$ cat src/rtl/uart_pkg.sv
// -----------------------------------------------------------------------------
// uart_pkg
// Shared types and constants for the UART receive path.
//   - uart_rx_state_t   : receive FSM state encoding
//   - UART_DATA_BITS    : default data bits per frame
//   - UART_SAMPLE_RATE  : default SampleTick pulses per bit period
//   - uart_parity_error : parity check helper (data zero-extended to 9 bits)
// No ports (package).
// -----------------------------------------------------------------------------
package uart_pkg;

    localparam int UART_DATA_BITS     = 32'd8;
    localparam int UART_SAMPLE_RATE   = 32'd16;
    localparam int UART_MAX_DATA_BITS = 32'd9;

    typedef enum logic [2:0] {
        IDLE   = 3'd0,
        START  = 3'd1,
        DATA   = 3'd2,
        PARITY = 3'd3,
        STOP   = 3'd4
    } uart_rx_state_t;

    // Zero padding of narrow words leaves the XOR reduction unchanged, so one
    // fixed-width helper serves every frame width.
    function automatic logic uart_parity_error(
        input logic [UART_MAX_DATA_BITS-1:0] data,
        input logic                          parity_bit,
        input logic                          odd
    );
        return (((^data) ^ parity_bit) != odd);
    endfunction

endpackage

$ cat src/rtl/uart_rx_controller_if.sv
// -----------------------------------------------------------------------------
// uart_rx_controller_if
// Consumer-side bus of the UART receiver: holding register, status flags and
// the Valid/Ready handshake.
//   Data         : received word
//   Valid        : Data holds an unconsumed word
//   Ready        : consumer accepts (transfer on Valid & Ready)
//   FramingError : stop bit sampled low, travels with Data
//   ParityError  : parity mismatch, travels with Data
//   Overrun      : one-cycle pulse, completed frame dropped
// Modports: master = receiver side, slave = consumer side.
// -----------------------------------------------------------------------------
interface uart_rx_controller_if
    import uart_pkg::*;
#(
    parameter int DATA_BITS = UART_DATA_BITS
) ();

    logic [DATA_BITS-1:0] Data;
    logic                 Valid;
    logic                 Ready;
    logic                 FramingError;
    logic                 ParityError;
    logic                 Overrun;

    modport master (
        output Data,
        output Valid,
        output FramingError,
        output ParityError,
        output Overrun,
        input  Ready
    );

    modport slave (
        input  Data,
        input  Valid,
        input  FramingError,
        input  ParityError,
        input  Overrun,
        output Ready
    );

endinterface

$ cat src/rtl/uart_rx_sync.sv
// -----------------------------------------------------------------------------
// uart_rx_sync
// Two-flop synchronizer for an asynchronous single-bit input. Both flops
// reset to RESET_VALUE so an idle-high serial line does not look like a start
// bit straight out of reset.
// Ports:
//   clk   : destination clock, rising edge
//   rst_n : asynchronous active-low reset
//   d     : asynchronous input
//   q     : synchronized output
// -----------------------------------------------------------------------------
module uart_rx_sync #(
    parameter logic RESET_VALUE = 1'b1
) (
    input  logic clk,
    input  logic rst_n,
    input  logic d,
    output logic q
);

    logic meta_q;
    logic meta_d;
    logic sync_q;
    logic sync_d;

    // Next values: first stage captures the pin, second stage the first stage.
    always_comb begin
        meta_d = d;
        sync_d = meta_q;
    end

    // Synchronizer flops.
    always_ff @(posedge clk or negedge rst_n) begin
        if (!rst_n) begin
            meta_q <= RESET_VALUE;
            sync_q <= RESET_VALUE;
        end else begin
            meta_q <= meta_d;
            sync_q <= sync_d;
        end
    end

    assign q = sync_q;

endmodule

$ cat src/rtl/uart_rx_controller.sv
// -----------------------------------------------------------------------------
// uart_rx_controller
// Oversampling UART receiver. Detects the start edge on the synchronized Rx
// line, samples every bit at mid-bit using SampleTick (SAMPLE_RATE ticks per
// bit), deframes LSB-first data and hands complete words to the consumer
// through a Valid/Ready holding register.
// Ports:
//   Clock      : system clock, rising edge
//   ClearN     : asynchronous active-low reset
//   Enable     : receiver enable; low forces IDLE and clears counters
//   SampleTick : one-cycle strobe at BAUD*SAMPLE_RATE
//   Rx         : asynchronous serial input, idle high
//   Busy       : FSM not in IDLE
//   bus        : consumer bus (Data/Valid/Ready/FramingError/ParityError/Overrun)
// Build option:
//   UART_RX_PARITY_EN : adds a parity bit between data and stop bit and the
//                       PARITY_ODD parameter; without it ParityError is 0.
// -----------------------------------------------------------------------------
module uart_rx_controller
    import uart_pkg::*;
#(
    parameter int DATA_BITS   = UART_DATA_BITS,
    parameter int SAMPLE_RATE = UART_SAMPLE_RATE
`ifdef UART_RX_PARITY_EN
    ,
    parameter int PARITY_ODD  = 32'd0
`endif
) (
    input  logic                 Clock,
    input  logic                 ClearN,
    input  logic                 Enable,
    input  logic                 SampleTick,
    input  logic                 Rx,
    output logic                 Busy,
    uart_rx_controller_if.master bus
);

    localparam int TICK_W = $clog2(SAMPLE_RATE);
    localparam int BIT_W  = (DATA_BITS > 32'd1) ? $clog2(DATA_BITS) : 32'd1;

    localparam logic [TICK_W-1:0] TICK_ZERO      = {TICK_W{1'b0}};
    localparam logic [TICK_W-1:0] TICK_ONE       = TICK_W'(32'd1);
    localparam logic [TICK_W-1:0] TICK_HALF_LAST = TICK_W'(SAMPLE_RATE / 32'd2 - 32'd1);
    localparam logic [TICK_W-1:0] TICK_FULL_LAST = TICK_W'(SAMPLE_RATE - 32'd1);
    localparam logic [BIT_W-1:0]  BIT_ZERO       = {BIT_W{1'b0}};
    localparam logic [BIT_W-1:0]  BIT_ONE        = BIT_W'(32'd1);
    localparam logic [BIT_W-1:0]  BIT_LAST       = BIT_W'(DATA_BITS - 32'd1);

    logic                 rx_s;
    logic [TICK_W-1:0]    tick_last_s;
    logic                 sample_s;
    logic                 frame_done_s;
    logic                 stop_bit_s;

    uart_rx_state_t       state_q;
    uart_rx_state_t       state_d;
    logic [TICK_W-1:0]    tick_cnt_q;
    logic [TICK_W-1:0]    tick_cnt_d;
    logic [BIT_W-1:0]     bit_cnt_q;
    logic [BIT_W-1:0]     bit_cnt_d;
    logic [DATA_BITS-1:0] shift_q;
    logic [DATA_BITS-1:0] shift_d;

    logic [DATA_BITS-1:0] data_q;
    logic [DATA_BITS-1:0] data_d;
    logic                 valid_q;
    logic                 valid_d;
    logic                 framing_err_q;
    logic                 framing_err_d;
    logic                 overrun_q;
    logic                 overrun_d;
    logic                 busy_q;
    logic                 busy_d;

`ifdef UART_RX_PARITY_EN
    logic                 parity_bit_q;
    logic                 parity_bit_d;
    logic                 parity_err_q;
    logic                 parity_err_d;
`endif

    uart_rx_sync #(
        .RESET_VALUE (1'b1)
    ) u_rx_sync (
        .clk   (Clock),
        .rst_n (ClearN),
        .d     (Rx),
        .q     (rx_s)
    );

    // Sampling point: last tick of the half-bit (START) or full-bit interval.
    always_comb begin
        if (state_q == START) begin
            tick_last_s = TICK_HALF_LAST;
        end else begin
            tick_last_s = TICK_FULL_LAST;
        end
        sample_s = SampleTick && (tick_cnt_q == tick_last_s);
    end

    // Tick counter: restarts at every sample point and is held at 0 while idle,
    // so it never relies on overflow to realign.
    always_comb begin
        if (!Enable || (state_q == IDLE) || sample_s) begin
            tick_cnt_d = TICK_ZERO;
        end else if (SampleTick) begin
            tick_cnt_d = tick_cnt_q + TICK_ONE;
        end else begin
            tick_cnt_d = tick_cnt_q;
        end
    end

    // Framing FSM: next state, bit counter and shift register.
    always_comb begin
        state_d      = state_q;
        bit_cnt_d    = bit_cnt_q;
        shift_d      = shift_q;
        frame_done_s = 1'b0;
        stop_bit_s   = 1'b1;
`ifdef UART_RX_PARITY_EN
        parity_bit_d = parity_bit_q;
`endif
        if (!Enable) begin
            state_d   = IDLE;
            bit_cnt_d = BIT_ZERO;
        end else begin
            case (state_q)
                IDLE: begin
                    bit_cnt_d = BIT_ZERO;
                    if (!rx_s) begin
                        state_d = START;
                    end else begin
                        state_d = IDLE;
                    end
                end
                START: begin
                    if (sample_s) begin
                        // A start bit that is high again at mid-bit was a glitch.
                        if (rx_s) begin
                            state_d = IDLE;
                        end else begin
                            state_d = DATA;
                        end
                    end else begin
                        state_d = START;
                    end
                end
                DATA: begin
                    if (sample_s) begin
                        shift_d[bit_cnt_q] = rx_s;
                        if (bit_cnt_q == BIT_LAST) begin
                            bit_cnt_d = BIT_ZERO;
`ifdef UART_RX_PARITY_EN
                            state_d   = PARITY;
`else
                            state_d   = STOP;
`endif
                        end else begin
                            bit_cnt_d = bit_cnt_q + BIT_ONE;
                            state_d   = DATA;
                        end
                    end else begin
                        state_d = DATA;
                    end
                end
`ifdef UART_RX_PARITY_EN
                PARITY: begin
                    if (sample_s) begin
                        parity_bit_d = rx_s;
                        state_d      = STOP;
                    end else begin
                        state_d = PARITY;
                    end
                end
`endif
                STOP: begin
                    // Leaving at mid stop bit lets the next start edge be seen
                    // during the second half of this stop bit.
                    if (sample_s) begin
                        frame_done_s = 1'b1;
                        stop_bit_s   = rx_s;
                        state_d      = IDLE;
                    end else begin
                        state_d = STOP;
                    end
                end
                default: begin
                    state_d   = IDLE;
                    bit_cnt_d = BIT_ZERO;
                end
            endcase
        end
        busy_d = (state_d != IDLE);
    end

    // Holding register: load a finished frame unless an unconsumed word would
    // be overwritten, in which case the new frame is dropped and flagged.
    always_comb begin
        data_d        = data_q;
        valid_d       = valid_q;
        framing_err_d = framing_err_q;
        overrun_d     = 1'b0;
`ifdef UART_RX_PARITY_EN
        parity_err_d  = parity_err_q;
`endif
        if (frame_done_s) begin
            if (!valid_q || bus.Ready) begin
                data_d        = shift_q;
                valid_d       = 1'b1;
                framing_err_d = !stop_bit_s;
`ifdef UART_RX_PARITY_EN
                parity_err_d  = uart_parity_error(UART_MAX_DATA_BITS'(shift_q),
                                                  parity_bit_q, (PARITY_ODD != 32'd0));
`endif
            end else begin
                overrun_d = 1'b1;
            end
        end else if (valid_q && bus.Ready) begin
            valid_d = 1'b0;
        end else begin
            valid_d = valid_q;
        end
    end

    // FSM, counter and shift register flops.
    always_ff @(posedge Clock or negedge ClearN) begin
        if (!ClearN) begin
            state_q      <= IDLE;
            tick_cnt_q   <= TICK_ZERO;
            bit_cnt_q    <= BIT_ZERO;
            shift_q      <= {DATA_BITS{1'b0}};
            busy_q       <= 1'b0;
`ifdef UART_RX_PARITY_EN
            parity_bit_q <= 1'b0;
`endif
        end else begin
            state_q      <= state_d;
            tick_cnt_q   <= tick_cnt_d;
            bit_cnt_q    <= bit_cnt_d;
            shift_q      <= shift_d;
            busy_q       <= busy_d;
`ifdef UART_RX_PARITY_EN
            parity_bit_q <= parity_bit_d;
`endif
        end
    end

    // Holding register and status flag flops.
    always_ff @(posedge Clock or negedge ClearN) begin
        if (!ClearN) begin
            data_q        <= {DATA_BITS{1'b0}};
            valid_q       <= 1'b0;
            framing_err_q <= 1'b0;
            overrun_q     <= 1'b0;
`ifdef UART_RX_PARITY_EN
            parity_err_q  <= 1'b0;
`endif
        end else begin
            data_q        <= data_d;
            valid_q       <= valid_d;
            framing_err_q <= framing_err_d;
            overrun_q     <= overrun_d;
`ifdef UART_RX_PARITY_EN
            parity_err_q  <= parity_err_d;
`endif
        end
    end

    assign bus.Data         = data_q;
    assign bus.Valid        = valid_q;
    assign bus.FramingError = framing_err_q;
    assign bus.Overrun      = overrun_q;
`ifdef UART_RX_PARITY_EN
    assign bus.ParityError  = parity_err_q;
`else
    assign bus.ParityError  = 1'b0;
`endif
    assign Busy             = busy_q;

endmodule

$ cat src/flat_wrapper.sv
// flat-port wrapper written by rule: the top's interface ports become plain ports
module uart_rx_controller_flat import uart_pkg::*;
#(
    parameter int DATA_BITS   = UART_DATA_BITS,
    parameter int SAMPLE_RATE = UART_SAMPLE_RATE

)
  (Clock, ClearN, Enable, SampleTick, Rx, Busy, bus_Data, bus_Valid, bus_FramingError, bus_ParityError, bus_Overrun, bus_Ready);
  uart_rx_controller_if #(.DATA_BITS(DATA_BITS)) bus_i ();
  input  logic Clock;
  input  logic ClearN;
  input  logic Enable;
  input  logic SampleTick;
  input  logic Rx;
  output logic Busy;
  output wire logic [$bits(bus_i.Data)-1:0] bus_Data;
  output wire logic [$bits(bus_i.Valid)-1:0] bus_Valid;
  output wire logic [$bits(bus_i.FramingError)-1:0] bus_FramingError;
  output wire logic [$bits(bus_i.ParityError)-1:0] bus_ParityError;
  output wire logic [$bits(bus_i.Overrun)-1:0] bus_Overrun;
  input wire logic [$bits(bus_i.Ready)-1:0] bus_Ready;
  assign bus_Data = bus_i.Data;
  assign bus_Valid = bus_i.Valid;
  assign bus_FramingError = bus_i.FramingError;
  assign bus_ParityError = bus_i.ParityError;
  assign bus_Overrun = bus_i.Overrun;
  assign bus_i.Ready = bus_Ready;
  uart_rx_controller #(.DATA_BITS(DATA_BITS), .SAMPLE_RATE(SAMPLE_RATE)) u_core (.Clock(Clock), .ClearN(ClearN), .Enable(Enable), .SampleTick(SampleTick), .Rx(Rx), .Busy(Busy), .bus(bus_i));
endmodule
$ cat config.mk
export PLATFORM = sky130hd
export DESIGN_NAME = uart_rx_controller_flat
export DESIGN_NICKNAME = d
export VERILOG_FILES = /design/src/rtl/uart_pkg.sv /design/src/rtl/uart_rx_controller_if.sv /design/src/rtl/uart_rx_sync.sv /design/src/rtl/uart_rx_controller.sv /design/src/flat_wrapper.sv
export SDC_FILE = /design/constraint.sdc
export NUM_CORES = 1
export LEC_CHECK = 0
export ABC_AREA = 0
export CAP_MARGIN = 40
export CORE_UTILIZATION = 58
export DETAILED_ROUTE_END_ITERATION = 8
export HOLD_SLACK_MARGIN = 0.15
export PLACE_DENSITY = 0.83
export SYNTH_ARGS = -nofsm -noshare
export SYNTH_HDL_FRONTEND = slang
export SYNTH_SLANG_ARGS = --single-unit
$ cat constraint.sdc
create_clock -name Clock -period 2.7 [get_ports Clock]
set_clock_uncertainty 0.1 [all_clocks]
set_input_delay 0.54 -clock Clock [delete_from_list [all_inputs] [get_ports Clock]]
set_output_delay 0.54 -clock Clock [all_outputs]
set_load 0.005 [all_outputs]
==> results of run 1 <==
placed cells by master (no fill, tap or decap), drive strengths merged:
cell type / instances
nor3b: 4
nor2b: 1
xnor2: 3
buf: 1
a21oi: 6
a311o: 1
and4: 1
nand2: 4
nor3: 3
and4b: 1
nand3: 4
nor4: 1
dfrtp: 30
inv: 2
ha: 3
conb: 1
or3b: 1
a221oi: 1
bufinv: 1
dfstp: 2
nand4: 4
a31oi: 1
mux2i: 2
or2: 1
clkdlybuf4s50: 17
a21o: 1
clkinv: 1
clkbuf: 6
and3: 2
mux2: 16
o22ai: 1
nand2b: 3
nand3b: 2
nor2: 13
o21ai: 3
worst reg2reg max path, delay by kind of cell, from the launching register on:
family	cells	cell delay (ns)
DFF	1	0.51
muxes	1	0.39
and+or+nand+nor	2	0.95
metrics by stage:
step / util [%] / cells / worst slack (ns) / area, um2
6_report: 75.4 / 172 / 0.561 / 1730
4_1_cts: 75.4 / 172 / 0.592 / 1730
3_5_place_dp: 72.1 / 164 / 0.207 / 1660
5_1_grt: 75.4 / 172 / 0.506 / 1730
2_1_floorplan: - / 124 / 0.709 / 1470
3_3_place_gp: 72.1 / 164 / 0.265 / 1660
power by group through the flow:
stage	registers (mW)	logic, mW	clock network (mW)
after floorplan	0.495	0.0193	0
after global placement	0.500	0.0353	0
after detailed placement	0.500	0.0361	0
after CTS	0.491	0.0362	0.362
after global routing	0.492	0.0401	0.386
final	0.491	0.0354	0.348
logic make-up after synthesis:
family / count (synthesis) / synth area share, %
AOI/OAI and AO/OA: 14 / 6.12
xor gates and xnor gates: 3 / 1.79
adders and majority gates: 3 / 2.55
buffers and inverters: 8 / 2.38
DFF: 32 / 54.6
muxes: 18 / 13.6
other: 1 / 0.255
and+or+nand+nor: 45 / 18.7
metal layers:
layer	part of all wire [%]	GRT usage, %
met4	2.0	10.1
met5	0	0
met1	43	25.9
met3	5.4	9.57
met2	50	36.3
state kept, by name (all words and copies together) (netlist names):
name,count
u_core.shift_q,8
u_core.bus.FramingError,1
u_core.bus.Valid,1
u_core.state_q,3
u_core.u_rx_sync.q,1
u_core.bus.Overrun,1
u_core.u_rx_sync.meta_q,1
u_core.bit_cnt_q,3
u_core.bus.Data,8
u_core.tick_cnt_q,4
u_core.Busy,1
layout make-up:
type,count,area share (%)
well taps,28,2.02
clock buffers,6,2.38
repair buffers,18,10.3
inverters,2,0.433
multi-input cells,84,36.5
flip-flops and latches,32,46.4
clock inverters,2,2.02
how the worst max path moves through the flow:
stage / from / to / slack, ns
after floorplan: SampleTick / u_core.shift_q[5]$_DFFE_PN0P_ / 0.71
after global placement: SampleTick / u_core.shift_q[5]$_DFFE_PN0P_ / 0.26
after detailed placement: SampleTick / u_core.shift_q[5]$_DFFE_PN0P_ / 0.21
after CTS: SampleTick / u_core.shift_q[6]$_DFFE_PN0P_ / 0.59
after global routing: u_core.state_q[0]$_DFF_PN0_ / u_core.bus.Data[5]$_DFFE_PN0P_ / 0.51
final: SampleTick / u_core.shift_q[6]$_DFFE_PN0P_ / 0.56
==> impl_metrics.toml, run 1 <==
[outcome]
status = "finished clean"

[layout]
area.growth.synth_to_final_pct = 17.8
regArea_um2 = 803
multiInputGateArea_um2 = 633
antenna-diode-count = 0
fillers = 152
drive_gt1_share_pct = 22.2
finish.net_count = 152

[power]
power.leakage_nw = 0.805
seqPwrFrac_pct = 56.1
power_density_nw_per_um2 = 505
ir_worst_vdd_uv = 520
netSwitchingFraction_pct = 20.6
p_int_uw = 694
p_comb_share_pct = 4.0
power_uw = 875
clkPwrFrac_pct = 39.8
switching_power_uw = 180

[min_path]
hold_end = "u_core.u_rx_sync.q$_DFF_PN1_"
min_from = "u_core.u_rx_sync.meta_q$_DFF_PN1_"
hold_path_depth = 0
hp-class = "reg2reg"

[clock_network]
cts_resized = 0
clk_path_buf_depth = 2
clk_latency_ns = 0.33
clk_pin_slew_ns = 0.09
holdBufCountCts = 0
cts_buffers = 5
root_buffer = "clkbuf_4"
cts_htree_levels = 2
clock-sinks = 32
cts_tree = "done"
cts_setup_buffers = 0

[global_routing]
grt_usage_pct = 22.5
grt_remaining_overflow = 0
grt_pass1_vias = 962
grt_max_degree = 33
antenna_found_initial = 0
grt_pass1_wl_um = 4200

[yosys]
synth.cell_area_um2 = 1470
yosys.area.top_type_share_pct = 51.0
yosysMostFrequentCell = "dfrtp_1"
synth_fp_nets = 133
yosysTopAreaCell = "dfrtp_1"
ys_ff_latch = 32
ys_warn_count = 0
synth_area_leaders = "dfrtp_1, mux2_2, dfstp_2"
synthTopCellsByCount = "dfrtp_1, mux2_2, nor2_1"
ys_async_sr_fraction_pct = 100
ys.flop_type = "dfrtp_1"
yosys.cell_types.count = 35
syn-instance-count = 124
synth-edff-count = 0
syn_avg_cell_area_um2 = 11.9
ys_seq_area_share_pct = 54.6

[worst_setup_path]
cp.arrival_ns = 2.26
critical_path_buf_inv_count = 1
slowest_stage = "clkdlybuf4s50_1"
r2r_cells = 3
r2r_end = "u_core.bus.Data[4]$_DFFE_PN0P_"
critPathLaunchType = "input pin"
cpPeakStageDelay_ns = 0.60
timing.rr.start = "u_core.state_q[0]$_DFF_PN0_"
path_depth = 5
cp_cell_sequence = "clkdlybuf4s50_1, and4_1, nand4_1, nor3b_1, mux2_2"
cp_top_family = "simple AND/OR/NAND/NOR gates"
path_class = "in2reg"
rrSetupSlack_ns = 0.65
cp-end-kind = "register"
cp.required_ns = 2.82
cp_max_fo = 7

[sta]
report.final.slew_viol_count = 0
layout_worst_path_cycle_share_pct = 79.2
rsz0062_at_grt = "false"
fmax_ghz = 0.468
setup_viol = 0
worst_slew_pin_slew_ns = 0.569
hold_viol = 0
holdWs_ns = 0.260
final.setup.tns_ns = 0
fin_crit_ns = 2.14
slew_headroom_pct = 62.0

[route]
drt_first_pass_iters = 4
detail_route.wl_per_cell_um = 14.5
initialDrtViolationCount = 22
drcViolationCount = 0
vias = 979
ant_nets = 0
totalWireLength_um = 2500
vias_per_cell = 5.69

[floorplan]
die-area_um2 = 2740
initial_core_util_pct = 64.1
io_pins = 19
dieHeight_um = 52.4
coreArea_um2 = 2300
die_x_um = 52.4
std_cell_rows = 17

[placement]
gp_congestion = 0.859
io_buffers = 17
dp_hpwl_um = 1800

[flow_run]
maxCapViolCount = 0
Power figures use the tool's default switching activity.
==> inputs of run 2 (changes only) <==
Settings changed: CORE_UTILIZATION 58 to 53, PLACE_DENSITY 0.83 to 0.77.
Clock period 2.7 ns to 2.12 ns, I/O delays scaled along.
==> run 2 against run 1 <==
Effect of this change:
- cell count is 4.7% higher
- critical path depth is 1 lower
- final area is 4.5% higher
- global-route usage is 0.92 points higher
- power is 36% higher
- register-to-register slack worse by 0.45 ns
- critical path type is now reg2reg
==> impl_metrics.toml, run 2 (synthesis results as in run 1) <==
[outcome]
status = "finished clean"

[sta]
report.final.slew_viol_count = 0
layout_worst_path_cycle_share_pct = 90.4
fin_crit_ns = 1.92
final.setup.tns_ns = 0
hold_viol = 0
holdWs_ns = 0.262
rsz0062_at_grt = "false"
setup_viol = 0
fmax_ghz = 0.522

[route]
drt_first_pass_iters = 4
initialDrtViolationCount = 29
vias = 1053
detail_route.wl_per_cell_um = 15.7
ant_nets = 0
vias_per_cell = 5.85
drcViolationCount = 0
totalWireLength_um = 2830

[layout]
finish.net_count = 158
fillers = 200
final_cell_mix = "dfrtp_1, clkdlybuf4s50_1, mux2_2"
drive_gt1_share_pct = 26.0
design_area_um2 = 1810
multiInputGateArea_um2 = 633
antenna-diode-count = 0
layout_commonest_cell = "dfrtp_1"
area.growth.synth_to_final_pct = 23.1
instances_no_fill = 180
regArea_um2 = 803

[flow_run]
maxCapViolCount = 0

[clock_network]
cts_setup_buffers = 0
holdBufCountCts = 0
clk_path_buf_depth = 2
root_buffer = "clkbuf_4"
clk_latency_ns = 0.33
cts_htree_levels = 2
clock-sinks = 32
clk_pin_slew_ns = 0.10
cts_buffers = 5
cts_tree = "done"
cts_resized = 0

[placement]
io_buffers = 17
gp_congestion = 0.906
placed_area_um2 = 1720
dp_hpwl_um = 2020
dp.cells = 172

[global_routing]
grt_pass1_wl_um = 4730
grt_usage_pct = 23.5
grt_remaining_overflow = 0
grt_pass1_vias = 1034
grt_max_degree = 33
antenna_found_initial = 0

[worst_setup_path]
cpPeakStageDelay_ns = 0.51
path_class = "reg2reg"
cp.required_ns = 2.23
cp_max_fo = 10
cp-end-kind = "register"
cp_cell_sequence = "or3b_4, nor4_4, nand3b_1, mux2_2"
critPathLaunchType = "register"
cp.arrival_ns = 2.03
critical_path_buf_inv_count = 0
cp_top_family = "simple AND/OR/NAND/NOR gates"
slowest_stage = "dfrtp_1"

[floorplan]
std_cell_rows = 18
io_pins = 19
dieHeight_um = 54.7
die_x_um = 54.7
die-area_um2 = 2990
coreArea_um2 = 2540
initial_core_util_pct = 57.8

[power]
ir_worst_vdd_uv = 612
power_mw = 1.19
power_density_nw_per_um2 = 658
power.leakage_nw = 0.851

[min_path]
hp-class = "reg2reg"
run 2: changes by cell type in the layout (fill, tap and decap cells not counted):
cell | previous run | this run
clkbuf_8 | 0 | 2
buf_12 | 0 | 1
clkinv_2 | 1 | 0
buf_4 | 1 | 6
clkbuf_1 | 1 | 0
run 2: path summary, 6_finish.rpt:
path	start	to	slack (ns)	cells past startpoint
max	u_core.state_q[0]$_DFF_PN0_	u_core.shift_q[1]$_DFFE_PN0P_	0.20	4
min	u_core.u_rx_sync.meta_q$_DFF_PN1_	u_core.u_rx_sync.q$_DFF_PN1_	0.26	0
max reg2reg	u_core.state_q[0]$_DFF_PN0_	u_core.shift_q[1]$_DFFE_PN0P_	0.20	4
min reg2reg	u_core.u_rx_sync.meta_q$_DFF_PN1_	u_core.u_rx_sync.q$_DFF_PN1_	0.26	0
max in group asynchronous	ClearN	u_core.u_rx_sync.q$_DFF_PN1_	1.22	2
min in group asynchronous	ClearN	u_core.state_q[2]$_DFF_PN0_	0.37	2
run 2: power breakdown:
part / internal [mW] / leakage (nW) / switching (mW)
Combinational: 0.0229 / 0.363 / 0.0267
Clock: 0.313 / 0.0515 / 0.205
Sequential: 0.617 / 0.437 / 0.00839
run 2: stage by stage:
step                worst slack (ns)  utilization [%]
finish                         0.203             71.2
global route                   0.107             71.2
CTS                            0.219             71.2
detailed placement           -0.0726             67.5
global placement             -0.0274             67.5
floorplan                      0.245                -
run 2: layer usage:
metal	vias up	global-route usage, %	wire, um
met3	4	6.94	169
met5	-	0	0
met1	515	29.3	1150
met2	41	38.0	1470
li1	493	-	-
met4	0	8.97	35
run 2: final cells by class:
class	instances	area share, %
tap	30	2.07
sequential	32	44.3
multi-input combinational	84	34.9
inverter	2	0.414
clock buffer	7	3.59
clock inverter	1	1.66
timing repair buffer	24	13.0
run 2: worst reg2reg max path, cell delays in order, from the launching register on:
cell	delay [ns]
dfrtp_1	0.51
or3b_4	0.47
nor4_4	0.31
nand3b_1	0.13
mux2_2	0.28
